`config.mk`:
```
export PLATFORM = sky130hd
export DESIGN_NAME = input_conditioner
export DESIGN_NICKNAME = d
export VERILOG_FILES = /design/src/rtl/input_conditioner_pkg.sv /design/src/rtl/debounce_channel.sv /design/src/rtl/input_conditioner.sv
export SDC_FILE = /design/constraint.sdc
export NUM_CORES = 1
export LEC_CHECK = 0
export BUFFER_PORTS_ARGS = -buffer_cell sky130_fd_sc_hd__buf_2
export CAP_MARGIN = 30
export CORE_MARGIN = 5
export CORE_UTILIZATION = 34
export CTS_CLUSTER_SIZE = 25
export DETAILED_ROUTE_END_ITERATION = 8
export HOLD_SLACK_MARGIN = 0.12
export PLACE_DENSITY = 0.6
export SYNTH_ARGS = -nofsm -noshare
export SYNTH_HDL_FRONTEND = slang
export SYNTH_SLANG_ARGS = --single-unit
```
`constraint.sdc`:
```
create_clock -name clk -period 9.1 [get_ports clk]
set_input_delay 0.455 -clock clk [delete_from_list [all_inputs] [get_ports clk]]
set_output_delay 0.455 -clock clk [all_outputs]
set_load 0.01 [all_outputs]
```
`src/rtl/input_conditioner_pkg.sv`:
```
// Shared constants, repeat-FSM state encoding and counter sizing helper
// for the pushbutton/switch input conditioner.
package input_conditioner_pkg;

    localparam int DEF_N_BTN         = 7;
    localparam int DEF_N_SW          = 6;
    localparam int DEF_TICK_DIV      = 100000;
    localparam int DEF_STABLE_TICKS  = 10;
    localparam int DEF_REPEAT_START  = 500;
    localparam int DEF_REPEAT_PERIOD = 100;

    typedef enum logic [1:0] {
        RELEASED  = 2'd0,
        HELD      = 2'd1,
        REPEATING = 2'd2
    } rpt_state_t;

    // Bits needed to hold values 0..max_val without wrapping.
    function automatic int cnt_width(input int max_val);
        return (max_val < 1) ? 1 : $clog2(max_val + 1);
    endfunction

endpackage

```
`src/rtl/debounce_channel.sv`:
```
// One input channel: two-flop synchronizer, tick-sampled stable counter,
// debounced level and single-cycle rise/fall pulses.
module debounce_channel
    import input_conditioner_pkg::*;
#(
    parameter int STABLE_TICKS = DEF_STABLE_TICKS
) (
    input  logic clk,
    input  logic reset,
    input  logic tick,
    input  logic raw,
    output logic level,
    output logic rise,
    output logic fall
);

    localparam int CW = cnt_width(STABLE_TICKS);

    logic          sync_1;
    logic          sync_2;
    logic [CW-1:0] stable_cnt;

    always_ff @(posedge clk or posedge reset) begin
        if (reset) begin
            sync_1     <= 1'b0;
            sync_2     <= 1'b0;
            stable_cnt <= '0;
            level      <= 1'b0;
            rise       <= 1'b0;
            fall       <= 1'b0;
        end else begin
            sync_1 <= raw;
            sync_2 <= sync_1;
            rise   <= 1'b0;
            fall   <= 1'b0;
            if (tick) begin
                if (sync_2 == level) begin
                    stable_cnt <= '0;
                end else if (stable_cnt == CW'(STABLE_TICKS - 1)) begin
                    // this tick is the STABLE_TICKS-th consecutive disagreement
                    level      <= ~level;
                    stable_cnt <= '0;
                    rise       <= ~level;
                    fall       <= level;
                end else begin
                    stable_cnt <= stable_cnt + CW'(1);
                end
            end
        end
    end

endmodule

```
`src/rtl/input_conditioner.sv`:
```
// Input front end: synchronizes and debounces pushbuttons and slide switches,
// producing clean levels, press/release pulses and optional auto-repeat.
//
// state     | meaning
// RELEASED  | button debounced low, no repeat activity
// HELD      | button down, counting ticks toward the first repeat
// REPEATING | button down, issuing a repeat pulse every REPEAT_PERIOD ticks
module input_conditioner
    import input_conditioner_pkg::*;
#(
    parameter int N_BTN         = DEF_N_BTN,
    parameter int N_SW          = DEF_N_SW,
    parameter int TICK_DIV      = DEF_TICK_DIV,
    parameter int STABLE_TICKS  = DEF_STABLE_TICKS,
    parameter int REPEAT_START  = DEF_REPEAT_START,
    parameter int REPEAT_PERIOD = DEF_REPEAT_PERIOD
) (
    input  logic             clk,
    input  logic             reset,
    input  logic [N_BTN-1:0] btn_raw,
    input  logic [N_SW-1:0]  sw_raw,
    input  logic [N_BTN-1:0] repeat_en,
    output logic [N_BTN-1:0] btn_level,
    output logic [N_BTN-1:0] btn_press,
    output logic [N_BTN-1:0] btn_release,
    output logic [N_SW-1:0]  sw_level,
    output logic             sw_changed
);

    localparam int PW = cnt_width(TICK_DIV - 1);
    localparam int HW = cnt_width((REPEAT_START > REPEAT_PERIOD) ? REPEAT_START : REPEAT_PERIOD);

    logic [PW-1:0] presc;
    logic          tick;

    assign tick = (presc == PW'(TICK_DIV - 1));

    always_ff @(posedge clk or posedge reset) begin
        if (reset) begin
            presc <= '0;
        end else if (tick) begin
            presc <= '0;
        end else begin
            presc <= presc + PW'(1);
        end
    end

    for (genvar i = 0; i < N_BTN; i++) begin : g_btn
        logic          lvl;
        logic          rise;
        logic          fall;
        logic          rep_q;
        logic [HW-1:0] hold_cnt;
        rpt_state_t    state;

        debounce_channel #(
            .STABLE_TICKS (STABLE_TICKS)
        ) u_deb (
            .clk   (clk),
            .reset (reset),
            .tick  (tick),
            .raw   (btn_raw[i]),
            .level (lvl),
            .rise  (rise),
            .fall  (fall)
        );

        always_ff @(posedge clk or posedge reset) begin
            if (reset) begin
                state    <= RELEASED;
                hold_cnt <= '0;
                rep_q    <= 1'b0;
            end else begin
                rep_q <= 1'b0;
                if (fall) begin
                    state    <= RELEASED;
                    hold_cnt <= '0;
                end else if (rise) begin
                    state    <= HELD;
                    hold_cnt <= '0;
                end else if (tick) begin
                    case (state)
                        HELD: begin
                            // hold_cnt saturates at REPEAT_START while repeat is disabled
                            if (hold_cnt >= HW'(REPEAT_START - 1) && repeat_en[i]) begin
                                rep_q    <= 1'b1;
                                state    <= REPEATING;
                                hold_cnt <= '0;
                            end else if (hold_cnt < HW'(REPEAT_START)) begin
                                hold_cnt <= hold_cnt + HW'(1);
                            end
                        end
                        REPEATING: begin
                            if (!repeat_en[i]) begin
                                state    <= HELD;
                                hold_cnt <= HW'(REPEAT_START);
                            end else if (hold_cnt == HW'(REPEAT_PERIOD - 1)) begin
                                rep_q    <= 1'b1;
                                hold_cnt <= '0;
                            end else begin
                                hold_cnt <= hold_cnt + HW'(1);
                            end
                        end
                        default: begin
                            hold_cnt <= '0;
                        end
                    endcase
                end
            end
        end

        // a repeat fired on the tick where the release lands is dropped
        assign btn_level[i]   = lvl;
        assign btn_press[i]   = rise | (rep_q & lvl);
        assign btn_release[i] = fall;
    end

    logic [N_SW-1:0] sw_rise;
    logic [N_SW-1:0] sw_fall;

    for (genvar j = 0; j < N_SW; j++) begin : g_sw
        debounce_channel #(
            .STABLE_TICKS (STABLE_TICKS)
        ) u_deb (
            .clk   (clk),
            .reset (reset),
            .tick  (tick),
            .raw   (sw_raw[j]),
            .level (sw_level[j]),
            .rise  (sw_rise[j]),
            .fall  (sw_fall[j])
        );
    end

    assign sw_changed = |(sw_rise | sw_fall);

endmodule

```
==> reports/metrics.csv, run 1 <==
stage,metric,value,unit
cts,Clock Path Buffers,3,
critical_path,crit path capture type,flip-flop,
yosys,"Seq/Total Area, Yosys",46.8,%
critical_path,path depth of the worst reg2reg path,7,
yosys,"flops & latches, synth",218,
final_layout,layout cells sized above 1,12.4,%
timing,RSZ-0062 raised after global routing,false,
final_layout,P&R area growth vs syn,14.0,%
cts,clk_lat worst skew,0.52,ns
route,Final ANT Viol Nets,0,
cts,Num CTS Buffers,25,
yosys,cell area after synthesis,11700,µm²
yosys,syn avg cell area,9.86,µm²
critical_path,Critical Path AT,3.91,ns
yosys,Synth area leader,dfrtp_1,
timing,FMAX,0.284,GHz
pwr,Pwr Density,158,nW/µm²
place,worst setup slack after placement,5.61,ns
cts,clock slew seen by the registers of the worst setup and hold paths,0.06,ns
final_layout,final core utilization,39.4,%
place,Port Buf Inserts,49,
pwr,static leakage,5.83,nW
route,WL/cell,14.2,µm
die,Die Height,195,µm
global_routing,pin count of the biggest net entering global routing,78,
cts,H-tree depth,1,
die,area of the core,33700,µm²
timing,setup_tns,0,ns
timing,Rel. slew slack,29.9,%
route,Starting DRT DRC Count,504,
hold_path,Hold Path End,g_btn[0].rep_q,
yosys,Commonest cells post-synth,"dfrtp_1, nand2_1, o21ai_0, nor2_1, nand3_1",
place,RePlAce Congestion,0.837,
yosys,yosys warns,0,
global_routing,total global routing overflow,0,
place,Final HPWL DP,16.2,mm
route,via/cell ratio,5.31,
route,DRC,0,
global_routing,total track usage,12.5,%
die,Ports,50,
final_layout,Final nets,1304,
place,Area after DPL,12200,µm²
global_routing,first-pass GRT wire length,42.1,mm
global_routing,initial antenna violation count,0,
yosys,Synth area leaders,"dfrtp_1, ha_1, nand2_1, o21ai_0, nand3_1",
cts,post-CTS setup buffers,0,
hold_path,hold path startpoint,repeat_en[0],
critical_path,FF-to-FF End,g_btn[6].state[0],
final_layout,final non-filler cell area,13300,µm²
yosys,Post-synth ARST share,100,%
critical_path,critical path class,reg2reg,
pwr,final total power,2.10,mW
final_layout,sequential cell area,5460,µm²
yosys,most common cell in the netlist,dfrtp_1,
timing,Tcrit/Tclk final,38.7,%
die,row count,67,
run_status,status,finished clean,
critical_path,startpoint types,flip-flop,
die,starting density of the core,34.6,%
route,1st-pass router iterations,5,
final_layout,Ant. Diodes,0,
timing,final setup margin,5.58,ns
die,Die Width,195,µm
yosys,Post-synth EDFFs,0,
cts,Sink Count,218,
cts,CTS tree,built,
cts,Root Driver,clkbuf_16,
timing,max-slew violation count,0,
final_layout,area of the multi-input gates,5710,µm²
timing,final setup vio count,0,
critical_path,WP data required,9.49,ns
yosys,Mapped Nets,1253,
flow_run,MaxCap Viol Count,0,
route,drt total wl,24.1,mm
timing,Worst Tran Pin Value,1.03,ns
yosys,Most used DFF post-synth,dfrtp_1,
timing,Final Skew,0.0180,ns
die,Die Area,38100,µm²
yosys,Netlist cell types,79,
final_layout,fill cell count,3335,
timing,Hold Fails Final Rpt,0,
yosys,Syn Inst Count,1183,
global_routing,number of global-route vias before repair,8764,
timing,Tmin final,3.52,ns
pwr,worst vdd ir,0.119,mV
critical_path,worst r2r src,presc[0],
hold_path,Hold Path Class,in2reg,
route,via count,9019,
hold_path,Hold Path Depth,3,
yosys,Yosys top cell area share,46.8,%
critical_path,flop2flop setup slack,5.58,ns
critical_path,CP Max Fanout,41,
-- final cells by class --
class / instances / area share (%)
clock buffer: 34 / 5.34
clock inverter: 10 / 1.35
inverter: 56 / 1.64
multi-input combinational: 864 / 43.0
sequential: 218 / 41.1
tap: 448 / 4.22
timing repair buffer: 69 / 3.39
-- critical path: stages (launching register included) --
cell and delay (ns):
dfrtp_1 0.39, ha_1 0.22, nand4_1 0.33, or4_2 1.15, buf_4 0.43, or4b_4 0.59, mux2i_1 0.17, a21oi_1 0.08
-- cells by family after synthesis --
group / share of synthesized area (%)
fa+ha+maj: 5.15
flops: 46.8
simple gates: 20.9
mux: 2.62
compound gates: 18.1
buf+inv: 4.21
xor+xnor: 2.25
-- where the power goes --
part	internal (mW)	total, mW	switching, mW
Clock	0.685	1.08	0.400
Sequential	0.976	0.980	0.00457
Combinational	0.0132	0.0396	0.0263
Total	1.67	2.10	0.431
-- metrics by stage --
step | hold WS (ns) | cells
2_1_floorplan | 0.331 | 1183
3_3_place_gp | 0.333 | 1640
3_5_place_dp | 0.336 | 1640
4_1_cts | 0.184 | 1698
5_1_grt | 0.196 | 1699
6_report | 0.218 | 1699
-- worst max path at each step --
stage / endpoint / start / slack, ns / cells past startpoint
finish: g_btn[6].state[0] / presc[0] / 5.58 / 7
global route: g_btn[6].state[0] / presc[0] / 5.41 / 7
CTS: g_btn[6].state[0] / presc[5] / 5.59 / 6
detailed placement: g_btn[6].state[0] / presc[5] / 5.61 / 6
global placement: g_btn[6].state[0] / presc[5] / 5.63 / 6
floorplan: g_btn[0].hold_cnt[0] / reset / 2.68 / 1
-- flip-flops by register name, summed over array words and instances (netlist names), 7 cells and up --
| signal | cells |
|---|---|
| g_btn.u_deb.fall | 7 |
| g_btn.u_deb.sync_2 | 7 |
| g_btn.rep_q | 7 |
| presc | 17 |
| g_btn.u_deb.sync_1 | 7 |
| g_btn.state | 14 |
| g_sw.u_deb.stable_cnt | 24 |
| g_btn.u_deb.rise | 7 |
| g_btn.u_deb.level | 7 |
| g_btn.u_deb.stable_cnt | 28 |
| g_btn.hold_cnt | 63 |
-- layer usage --
layer	routed length (µm)	track usage [%]	share of wire, %
met5	0	0	0
met1	11500	17.2	48
met4	301	2.82	1.2
met2	11400	20.8	47
met3	954	2.12	4.0
-- what timing repair did --
item,CTS,global route
hold buffers,14,0
endpoints found under the hold margin,86,0
resized for setup,0,0
-- cell usage in the layout (no fill, tap or decap), drive strengths merged, types with 25 or more instances in the layout --
cell	n
clkbuf	34
nand2	133
nor2	68
dfrtp	218
a21oi	42
buf	55
o21ai	102
nor3b	26
ha	48
nand3	59
inv	57
nor3	25
(Power assumes the default switching activity.)
==> run 2: changes to the inputs <==
--- a/config.mk
+++ b/config.mk
@@ -12,7 +12,7 @@
 export CTS_CLUSTER_SIZE = 25
 export DETAILED_ROUTE_END_ITERATION = 8
 export HOLD_SLACK_MARGIN = 0.12
-export PLACE_DENSITY = 0.6
+export PLACE_DENSITY = 0.62
 export SYNTH_ARGS = -nofsm -noshare
 export SYNTH_HDL_FRONTEND = slang
 export SYNTH_SLANG_ARGS = --single-unit
==> constraint.sdc (replaced) <==
create_clock -name clk -period 3.2 [get_ports clk]
set_input_delay 0.16 -clock clk [delete_from_list [all_inputs] [get_ports clk]]
set_output_delay 0.16 -clock clk [all_outputs]
set_load 0.01 [all_outputs]
==> run 2 against run 1 <==
Net effect:
- non-clock buffer count rose by 18
- sequential share of layout area fell by 0.53 points
- critical path depth fell by 2
- cell count rose by 1.1%
- first-iteration DRC count rose by 18%
==> reports/metrics.csv, run 2 (synthesis results as in run 1) <==
stage,metric,value,unit
pwr,Gate power share,2.3,%
critical_path,startpoint types,flip-flop,
critical_path,Critical Path AT,3.30,ns
route,1st-pass router iterations,5,
final_layout,fill cell count,3280,
global_routing,first-pass GRT wire length,42.1,mm
final_layout,Final nets,1323,
pwr,sequential share of power,48.7,%
final_layout,Post-Layout Cell Count,1718,
final_layout,Ant. Diodes,0,
place,dpl cells,1651,
critical_path,"Slowest-stage cell, CP",or4_2,
pwr,Clock Power Share,48.9,%
die,Die Height,195,µm
final_layout,most frequent cells in the layout,"dfrtp_1, nand2_1, o21ai_0, nor2_1, nand3_1",
cts,post-CTS setup buffers,0,
timing,Hold Fails Final Rpt,0,
critical_path,Worst Path Buf+Inv,1,
route,via count,9018,
timing,Worst Tran Pin Value,0.822,ns
route,met1 WL,11.3,mm
final_layout,P&R area growth vs syn,15.4,%
final_layout,Top reg by flops,g_btn.hold_cnt,
timing,Tcrit/Tclk final,90.6,%
die,Die Area,38100,µm²
critical_path,crit path capture type,flip-flop,
timing,FMAX,0.345,GHz
timing,Rel. slew slack,43.8,%
final_layout,Largest register FFs,63,
cts,Root Driver,clkbuf_16,
global_routing,total track usage,12.5,%
timing,setup_tns,0,ns
critical_path,cells along the critical path,"or4b_4, or4_2, buf_4, or3_4, mux2_4",
critical_path,CP Max Fanout,32,
die,starting density of the core,34.6,%
route,via/cell ratio,5.25,
place,Area after DPL,12400,µm²
cts,clk_lat worst skew,0.53,ns
cts,H-tree depth,1,
timing,max-slew violation count,0,
cts,Clock Path Buffers,3,
cts,clock slew seen by the registers of the worst setup and hold paths,0.06,ns
route,drt total wl,24.0,mm
global_routing,total global routing overflow,0,
cts,Num CTS Buffers,26,
global_routing,number of global-route vias before repair,8928,
hold_path,Hold Path Class,in2reg,
final_layout,sequential cell area,5460,µm²
final_layout,layout cells sized above 1,13.0,%
critical_path,critical path class,reg2reg,
die,Ports,50,
final_layout,"commonest non-fill, non-tap cell in the layout",dfrtp_1,
route,Final ANT Viol Nets,0,
flow_run,MaxCap Viol Count,0,
final_layout,final non-filler cell area,13500,µm²
global_routing,initial antenna violation count,0,
route,met2 wire len,11.2,mm
route,Max Used Layer,met4,
global_routing,pin count of the biggest net entering global routing,47,
route,WL/cell,13.9,µm
pwr,Pwr Density,425,nW/µm²
route,DRC,0,
place,Port Buf Inserts,49,
final_layout,area of the multi-input gates,5710,µm²
pwr,Switching Fraction,21.0,%
run_status,status,finished clean,
pwr,net switching power,1.20,mW
final_layout,biggest regs,"g_btn.hold_cnt x63, g_btn.u_deb.stable_cnt x28, g_sw.u_deb.stable_cnt x24",
die,area of the core,33700,µm²
die,row count,67,
critical_path,Worst path top cell family by delay,simple AND/OR/NAND/NOR gates,
timing,Tmin final,2.90,ns
timing,RSZ-0062 raised after global routing,false,
pwr,Internal Pwr Total,4.52,mW
place,Final HPWL DP,16.6,mm
cts,CTS tree,built,
place,RePlAce Congestion,0.870,
route,met3 WL,939,µm
critical_path,WP data required,3.60,ns
cts,Sink Count,218,
pwr,final total power,5.72,mW
timing,final setup vio count,0,
pwr,static leakage,5.91,nW
die,Die Width,195,µm
critical_path,Worst path max stage delay,0.73,ns
pwr,worst vdd ir,0.320,mV
timing,Final Skew,0.0139,ns
route,Starting DRT DRC Count,594,
run 2: cell count changes in the layout (fill, tap and decap cells not counted):
| cell | change |
|---|---|
| buf_12 | +8 |
| buf_16 | -1 |
| buf_4 | +3 |
| bufinv_16 | -5 |
| clkbuf_1 | +1 |
| clkbuf_16 | +1 |
| clkbuf_8 | +4 |
| clkinv_8 | +1 |
| clkinvlp_4 | +1 |
| dlygate4sd3_1 | +8 |
| inv_6 | -1 |
| inv_8 | -1 |
run 2: per-layer routing:
| layer | global-route usage [%] | vias to the layer above |
|---|---|---|
| met5 | 0 | - |
| met4 | 3.08 | 0 |
| met3 | 1.76 | 38 |
| met2 | 21.3 | 161 |
| met1 | 16.9 | 4344 |
| li1 | - | 4475 |
run 2: repair_timing:
item | CTS | global route
hold endpoints to repair | 244 | 0
hold buffers | 22 | 0
gates resized for setup | 0 | 0
run 2: worst paths after layout:
kind	from	slack (ns)	depth (start not counted)	end
worst min register to register	g_sw[4].u_deb.sync_1	0.34	0	g_sw[4].u_deb.sync_2
worst min-delay path	sw_raw[1]	0.27	2	g_sw[1].u_deb.sync_1
max in group asynchronous	reset	1.75	6	g_btn[6].hold_cnt[0]
worst max register to register	presc[6]	0.30	5	g_btn[4].u_deb.level
worst max-delay path	presc[6]	0.30	5	g_btn[4].u_deb.level
min in group asynchronous	reset	0.69	4	g_sw[0].u_deb.sync_1
run 2: power by group through the flow:
stage               Combinational (mW)  Clock [mW]  Sequential (mW)
floorplan                       0.0587           0             2.84
global placement                 0.114           0             2.84
detailed placement               0.118           0             2.84
CTS                              0.140        2.92             2.79
global route                     0.155        3.01             2.79
finish                           0.133        2.80             2.79
run 2: cell type report:
class                      count  share of cell area [%]
sequential                   218                    40.5
tap                          448                    4.16
multi-input combinational    864                    42.5
clock inverter                 5                   0.270
clock buffer                  40                    5.89
inverter                      56                    1.59
timing repair buffer          87                    5.09
run 2: stage by stage:
step	worst slack (ns)	utilization (%)	hold slack [ns]
after floorplan	0.200	-	0.191
after global placement	0.335	36.8	0.268
after detailed placement	0.308	36.8	0.0945
after CTS	0.297	39.9	0.238
after global routing	0.174	39.9	0.261
final	0.302	39.9	0.273
run 2: worst register-to-register path: stages, from the launching register on:
cell and delay (ns):
dfrtp_1 0.42, or4b_4 0.59, or4_2 0.73, buf_4 0.30, or3_4 0.44, mux2_4 0.30
